## src/rtl/alu_ops_pkg.sv

```systemverilog
// Opcode encodings and widths shared by the ALU pipeline and its operator datapath.
// The opcode space is fully populated, so every 4-bit code is a legal operator.
package alu_ops_pkg;

  localparam int OPCODE_W = 4;

  localparam logic [OPCODE_W-1:0] OP_ADD  = 4'd0;
  localparam logic [OPCODE_W-1:0] OP_SUB  = 4'd1;
  localparam logic [OPCODE_W-1:0] OP_LAND = 4'd2;
  localparam logic [OPCODE_W-1:0] OP_LOR  = 4'd3;
  localparam logic [OPCODE_W-1:0] OP_LTU  = 4'd4;
  localparam logic [OPCODE_W-1:0] OP_EQ   = 4'd5;
  localparam logic [OPCODE_W-1:0] OP_AND  = 4'd6;
  localparam logic [OPCODE_W-1:0] OP_OR   = 4'd7;
  localparam logic [OPCODE_W-1:0] OP_XOR  = 4'd8;
  localparam logic [OPCODE_W-1:0] OP_NOT  = 4'd9;
  localparam logic [OPCODE_W-1:0] OP_RAND = 4'd10;
  localparam logic [OPCODE_W-1:0] OP_ROR  = 4'd11;
  localparam logic [OPCODE_W-1:0] OP_RXOR = 4'd12;
  localparam logic [OPCODE_W-1:0] OP_SHL  = 4'd13;
  localparam logic [OPCODE_W-1:0] OP_SHR  = 4'd14;
  localparam logic [OPCODE_W-1:0] OP_CAT  = 4'd15;

endpackage

```

## src/rtl/operator_compute.sv

```systemverilog
// Combinational operator datapath: one opcode-selected result plus ADD carry / SUB borrow.
// Latency: zero cycles. Backpressure: none, because this block holds no state.
module operator_compute
  import alu_ops_pkg::*;
#(
  parameter int WIDTH = 8
) (
  input  logic [OPCODE_W-1:0] opcode,
  input  logic [WIDTH-1:0]    a,
  input  logic [WIDTH-1:0]    b,
  output logic [WIDTH-1:0]    result,
  output logic                carry
);

  localparam logic [WIDTH:0] SHIFT_LIMIT = (WIDTH+1)'(WIDTH);

  logic [WIDTH:0] sum;
  logic [WIDTH:0] diff;
  logic           shift_oob;

  assign sum       = {1'b0, a} + {1'b0, b};
  // For unsigned operands, the top bit of the widened difference is the borrow (a < b).
  assign diff      = {1'b0, a} - {1'b0, b};
  assign shift_oob = {1'b0, b} >= SHIFT_LIMIT;

  always_comb begin
    result = '0;
    carry  = 1'b0;
    case (opcode)
      OP_ADD:  begin result = sum[WIDTH-1:0];  carry = sum[WIDTH];  end
      OP_SUB:  begin result = diff[WIDTH-1:0]; carry = diff[WIDTH]; end
      OP_LAND: result[0] = (a != '0) && (b != '0);
      OP_LOR:  result[0] = (a != '0) || (b != '0);
      OP_LTU:  result[0] = a < b;
      OP_EQ:   result[0] = a == b;
      OP_AND:  result = a & b;
      OP_OR:   result = a | b;
      OP_XOR:  result = a ^ b;
      OP_NOT:  result = ~a;
      OP_RAND: result[0] = &a;
      OP_ROR:  result[0] = |a;
      OP_RXOR: result[0] = ^a;
      OP_SHL:  result = shift_oob ? '0 : (a << b);
      OP_SHR:  result = shift_oob ? '0 : (a >> b);
      OP_CAT:  result = {a[WIDTH/2-1:0], b[WIDTH/2-1:0]};
    endcase
  end

endmodule

```

## src/rtl/operator_pipeline_alu.sv

```systemverilog
// Two-stage valid/ready ALU. An input transfer produces out_valid 2 cycles later, at up to 1 op/cycle.
// Backpressure: out_valid=1 with out_ready=0 holds stage 2, and in_ready drops once stage 1 is also full.
module operator_pipeline_alu
  import alu_ops_pkg::*;
#(
  parameter int WIDTH = 8
) (
  input  logic                clk,
  input  logic                reset_n,
  input  logic                in_valid,
  output logic                in_ready,
  input  logic [OPCODE_W-1:0] opcode,
  input  logic [WIDTH-1:0]    operand_a,
  input  logic [WIDTH-1:0]    operand_b,
  output logic                out_valid,
  input  logic                out_ready,
  output logic [WIDTH-1:0]    result,
  output logic                carry,
  output logic                zero
);

  logic                s1_valid;
  logic [OPCODE_W-1:0] s1_opcode;
  logic [WIDTH-1:0]    s1_a;
  logic [WIDTH-1:0]    s1_b;

  logic [WIDTH-1:0]    comp_result;
  logic                comp_carry;
  logic                s1_load;
  logic                s2_load;

  assign s2_load  = s1_valid && (!out_valid || out_ready);
  assign s1_load  = !s1_valid || s2_load;
  // This path is combinational from out_ready, so a full pipeline can accept and drain in one cycle.
  assign in_ready = s1_load;

  operator_compute #(
    .WIDTH (WIDTH)
  ) u_compute (
    .opcode (s1_opcode),
    .a      (s1_a),
    .b      (s1_b),
    .result (comp_result),
    .carry  (comp_carry)
  );

  always_ff @(posedge clk or negedge reset_n) begin
    if (!reset_n) begin
      s1_valid  <= 1'b0;
      s1_opcode <= '0;
      s1_a      <= '0;
      s1_b      <= '0;
    end else if (s1_load) begin
      s1_valid <= in_valid;
      if (in_valid) begin
        s1_opcode <= opcode;
        s1_a      <= operand_a;
        s1_b      <= operand_b;
      end
    end
  end

  always_ff @(posedge clk or negedge reset_n) begin
    if (!reset_n) begin
      out_valid <= 1'b0;
      result    <= '0;
      carry     <= 1'b0;
      zero      <= 1'b0;
    end else if (s2_load) begin
      out_valid <= 1'b1;
      result    <= comp_result;
      carry     <= comp_carry;
      zero      <= (comp_result == '0);
    end else if (out_ready) begin
      out_valid <= 1'b0;
    end
  end

endmodule
```

## config.mk

```make
export PLATFORM = sky130hd
export DESIGN_NAME = operator_pipeline_alu
export DESIGN_NICKNAME = d
export VERILOG_FILES = /design/src/rtl/alu_ops_pkg.sv /design/src/rtl/operator_compute.sv /design/src/rtl/operator_pipeline_alu.sv
export SDC_FILE = /design/constraint.sdc
export NUM_CORES = 1
export LEC_CHECK = 0
export ABC_AREA = 1
export CORE_AREA = 2 2 86 88
export CTS_CLUSTER_DIAMETER = 60
export CTS_CLUSTER_SIZE = 20
export DETAILED_ROUTE_END_ITERATION = 8
export DIE_AREA = 0 0 88 90
export PLACE_DENSITY = 0.69
export SETUP_SLACK_MARGIN = 0.05
export SYNTH_ARGS = -nofsm -noshare
export SYNTH_HDL_FRONTEND = slang
export SYNTH_SLANG_ARGS = --single-unit
```

## constraint.sdc

```tcl
create_clock -name clk -period 4.8 [get_ports clk]
set_input_delay 0.96 -clock clk [delete_from_list [all_inputs] [get_ports clk]]
set_output_delay 0.96 -clock clk [all_outputs]
set_load 0.02 [all_outputs]
```

# Yosys cells after proc, flatten, opt, wreduce, memory -nomap -nowiden
# Cells that the tools add are included.
[op_classes]
muxes = 7
n_addsub = 2
bitwise_logic = 4
n_eq_ne = 16
n_reduce_logical = 16
n_shift = 2
order_cmp = 2
[ops]
columns = ["op", "n"]
rows = [
  ["$pmux W7 S9", 1],
  ["$eq A4 B4 Y1 const B", 8],
  ["$eq A4 B3 Y1 const B", 4],
  ["$mux W8", 2],
  ["$pmux W1 S16", 1],
  ["$reduce_bool A8 Y1", 2],
  ["$add A8 B8 Y9", 1],
  ["$sub A8 B8 Y9", 1],
  ["$and A8 B8 Y8", 1],
  ["$eq A4 B2 Y1 const B", 2],
  ["$eq A8 B8 Y1", 1],
  ["$ge A8 B4 Y1 const B", 1],
  ["$logic_not A8 Y1", 1],
  ["$lt A8 B8 Y1", 1],
  ["$not A8 Y8", 1],
  ["$or A8 B8 Y8", 1],
  ["$reduce_and A8 Y1", 1],
  ["$reduce_or A8 Y1", 1],
  ["$reduce_xor A8 Y1", 1],
  ["$shl A8 B8 Y8", 1],
  ["$shr A8 B8 Y8", 1],
  ["$xor A8 B8 Y8", 1],
  ["$eq A4 B1 Y1 const B", 1],
  ["$logic_not A4 Y1", 1],
  ["other kinds (7)", 12],
]
[totals]
word_cells = 57
ff_bits = 32
out_inout_bits = 12
input_bits = 24

# Logic depth before layout (Yosys ltp)
[logic_depth]
word_depth = 5
ltp_mapped = 19
ltp_nobuf = 17

# Modules after synthesis
# A second synthesis with hierarchy kept.
[hier_totals]
cells_unflattened = 543
area_unflattened_um2 = 3419.5
[by_module_without_submodules]
columns = ["mod", "instances", "cells_each", "area_each_um2", "seq_area_each_um2"]
rows = [
  ["operator_compute", 1, 399, 2152.1, 0.0],
  ["operator_pipeline_alu", 1, 144, 1267.5, 800.8],
]

# Worst setup path before layout
# OpenSTA, ideal clock, no wires.
[synth_timing]
path_type = "register to register"
start = "register s1_b[2]"
end = "register zero"
period_less_slack_ns = 2.260
n_path_buf = 3
path_stages_with_launch = 19
required_ns = 4.734
setup_time_ns = 0.066
setup_slack_ns = 2.540
arrival_ns = 2.194
cell_sequence = "dfrtp_1 -> clkbuf_1 -> inv_1 -> buf_2 -> ha_1 -> buf_2 -> inv_2 -> nand2_1 -> o21ai_1 -> nand2_1 -> nand2_1 -> nand2_1 -> nand3_1 -> nand3_1 -> nor2_1 -> nand2_1 -> nor2_1 -> nand3_1 -> nand2_1"
[synth_between]
elab_chain_cells = 4
elab_cells_between_ends = 18
classes_between = "add/sub (2); order compare (2); eq/ne (1); shift (2); mux (4); bitwise (3); reduce/logical (4)"
[synth_rtl]
columns = ["element", "line_no", "source"]
rows = [
  ["start, declared", "operator_pipeline_alu.sv:25", "logic [WIDTH-1:0] s1_b;"],
  ["start signal, assigned", "operator_pipeline_alu.sv:58", "s1_b <= operand_b;"],
  ["$ge A8 B4 Y1 (tied with other cells)", "operator_compute.sv:24", "assign shift_oob = {1'b0, b} >= SHIFT_LIMIT;"],
  ["$mux W8 (tied with other cells)", "operator_compute.sv:44", "OP_SHR: result = shift_oob ? '0 : (a >> b);"],
  ["$pmux W1 S16 or $pmux W7 S9 (tied branches)", "operator_compute.sv:29", "case (opcode)"],
  ["$logic_not A8 Y1 (*)", "operator_pipeline_alu.sv:73", "zero <= (comp_result == '0);"],
  ["end signal, assigned", "operator_pipeline_alu.sv:73", ""],
  ["end, declared", "operator_pipeline_alu.sv:19", "output logic zero"],
]
# Every way passes the cells marked *; elsewhere a longest branch is shown, timed or not.
# A chain may end at the register's enable or synchronous reset.

# Final worst setup path
[layout_timing]
start = "input out_ready"
end = "output in_ready"
[layout_between]
elab_chain_cells = 3
[layout_rtl]
columns = ["element", "line_no", "source"]
rows = [
  ["start, declared", "operator_pipeline_alu.sv:16", "input logic out_ready,"],
  ["$logic_or A1 B1 Y1", "operator_pipeline_alu.sv:32", "assign s2_load = s1_valid && (!out_valid || out_ready);"],
  ["$logic_and A1 B1 Y1", "operator_pipeline_alu.sv:32", ""],
  ["$logic_or A1 B1 Y1", "operator_pipeline_alu.sv:33", "assign s1_load = !s1_valid || s2_load;"],
  ["end, declared", "operator_pipeline_alu.sv:11", "output logic in_ready,"],
]
# No other way between the ends.

==> run metrics <==
pwr/cell area=between 300 and 400 nW/µm²; dpl ws=between 1.5 and 2 ns; HP Class=reg2reg; initial drt markers=451; ys async rst share=1.00; drt total wl=about 11000 µm; Synth top area share=0.239; share of layout cells above drive strength 1=0.0344; Crit Path Class=in2out; RSZ-0062 raised after global routing=false; GRT overflow=0; top post-synthesis cells by count=161 x nand2_1, 81 x nor2_1, 68 x nand3_1; Compound-Gate Fraction of Synth Area=0.113; multi-input combinational cell area=~2300 µm²; clock latency on the worst-skew pair=0.29 ns; Fin. Hold Viols=0; post-synthesis simple-gate area fraction=0.427; Max Root-Sink Buffers=2; top-count cell post-synth=nand2_1; vias in the first global route=3579; DP HPWL=8420 µm; Main synth FF type=dfrtp_1; # IOs=36; Synth Register Bits=32; top cell type by total area after synthesis=dfrtp_1; Port Buffers=35; top cells by area, synth=dfrtp_1 24%, nand2_1 18%, ha_1 12%; Vias/cell=5.52; largest family of logic cells by synthesized area=simple AND/OR/NAND/NOR gates; Mapped Cells=550; Routed Antenna Nets=0; Seq/Total Area, Yosys=0.239; CTS Hold Bufs=0; ANT cells=0; area share of fa/ha/maj cells after synthesis=0.132; Initial Utilization=0.476; CTS sink cnt=32; DR WL/cell=15.7 µm; Area growth syn-to-layout=15.9%; cts bufs inserted=5; Core Region=7020 µm²; largest net degree at the start of global routing=between 40 and 50; Pwr Total=1340 µW; fin crit share=0.653; Post-Synth XOR/XNOR Area=0.00262; Max Clock Skew=0.00836 ns; CTS H-tree lvls=2; Worst slew margin=0.532; initial antenna violation count=0; Worst-path clk slew=0.07 ns; die height=90 µm; chip width=88 µm; FF+latch area=801 µm²; status=complete, no violations; syn_area_per_cell=~6.1 µm²; first-pass GRT wire length=17600 µm; number of distinct library cells after synthesis=32; via count=around 3800; fill count=about 740; RD Place Congestion=0.956; Post-synth EDFFs=0; setup TNS=0 ns; Die Area=7920 µm²; Resized Gates After CTS=0; Least-Margin Pin Slew=around 0.7 ns; row count=31; Pleak=just under 0.002 µW; CP max FO=3; post-route setup slack=1.66 ns; crit path time final=3.14 ns; mapped cell area=3340 µm²; Initial DRT Pass Iterations=5; DR DRC count=0; Post CTS Setup Buffer Count=0; multiplexer share of the synthesized area=0; crit end category=output pin; CTS root buf=clkbuf_8; Layout Nets=639; Final Util=0.552; Max-Cap Viols=0; Max VDD drop=0.155 mV; CP Launch Type=input port; f_max=~0.32 GHz; Pins Over Slew Limit=0; final setup fails=0; CTS tree=built; Tot GR Track Use=0.284; Yosys warnings=0; worst path arrival time=about 2.2 ns; Worst EP required=3.84 ns; Synthesized Nets=608
-- worst paths after layout --
check                                       from                     to  slack [ns]  cells past startpoint
hold / removal             result[3]$_DFFE_PN0P_  result[3]$_DFFE_PN0P_        0.48                      2
min in group asynchronous                reset_n    s1_a[5]$_DFFE_PN0P_        1.07                      2
setup reg to reg             s1_b[2]$_DFFE_PN0P_       zero$_DFFE_PN0P_        1.87                     13
max in group asynchronous                reset_n      carry$_DFFE_PN0P_        3.41                      2
hold reg to reg            result[3]$_DFFE_PN0P_  result[3]$_DFFE_PN0P_        0.48                      2
setup / recovery                       out_ready               in_ready        1.66                      4
-- registers in the layout, indices dropped and copies added, names as in the netlist --
| signal | count |
|---|---|
| carry | 1 |
| out_valid | 1 |
| result | 8 |
| s1_a | 8 |
| s1_b | 8 |
| s1_opcode | 4 |
| s1_valid | 1 |
| zero | 1 |
-- cell usage in the layout, fill, tap and decap left out, types with 2 or more instances in the layout --
cell             instances
nor2_2                   4
o21ai_1                  3
clkdlybuf4s50_1         35
inv_1                   58
nand2_1                161
nand4_1                  7
ha_1                    32
nor3_1                   9
nand3_1                 68
o21ai_0                 21
clkbuf_8                 5
buf_4                    2
inv_2                    2
nand3b_1                 2
a21oi_1                 35
nor2_1                  81
dfrtp_1                 32
fa_1                     2
o211ai_1                 3
a31oi_1                  4
-- through the flow --
step | cells | hold WS, ns | instance area [µm²]
floorplan | 550 | 0.570 | 3340
global placement | 672 | 0.466 | 3770
detailed placement | 672 | 0.472 | 3770
CTS | 679 | 0.489 | 3850
global route | 680 | 0.508 | 3880
finish | 680 | 0.481 | 3880
-- routing by layer --
layer | part of all wire | up-vias | GRT usage
met2 | 0.46 | 165 | 0.441
met1 | 0.46 | 1729 | 0.409
li1 | - | 1833 | -
met4 | 0.028 | 0 | 0.0949
met3 | 0.058 | 25 | 0.0285
met5 | 0 | - | 0
-- area by class of cell --
class                   instances  area share
multi-input cells             444       0.582
repair buffers                 38       0.101
clock buffers                   6      0.0187
well taps                      99      0.0319
flip-flops and latches         32       0.207
inverters                      60      0.0581
clock inverters                 1     0.00129
-- cell families after synthesis --
group,after synthesis
AND/OR/NAND/NOR,338
AO/OA/AOI/OAI,71
flip-flops,32
adder cells (fa/ha/maj),34
XOR/XNOR,1
buffers and inverters,74
-- report_power, final --
group	switching, µW	internal (µW)
registers	74.7	328
clock network	104	98.6
logic	471	268
total	650	695
-- worst max-delay path, cell delays in order --
cell,delay (ns)
clkdlybuf4s50_1,0.46
inv_1,0.05
nand3_1,0.09
clkdlybuf4s50_1,0.62
(Power assumes the default switching activity.)
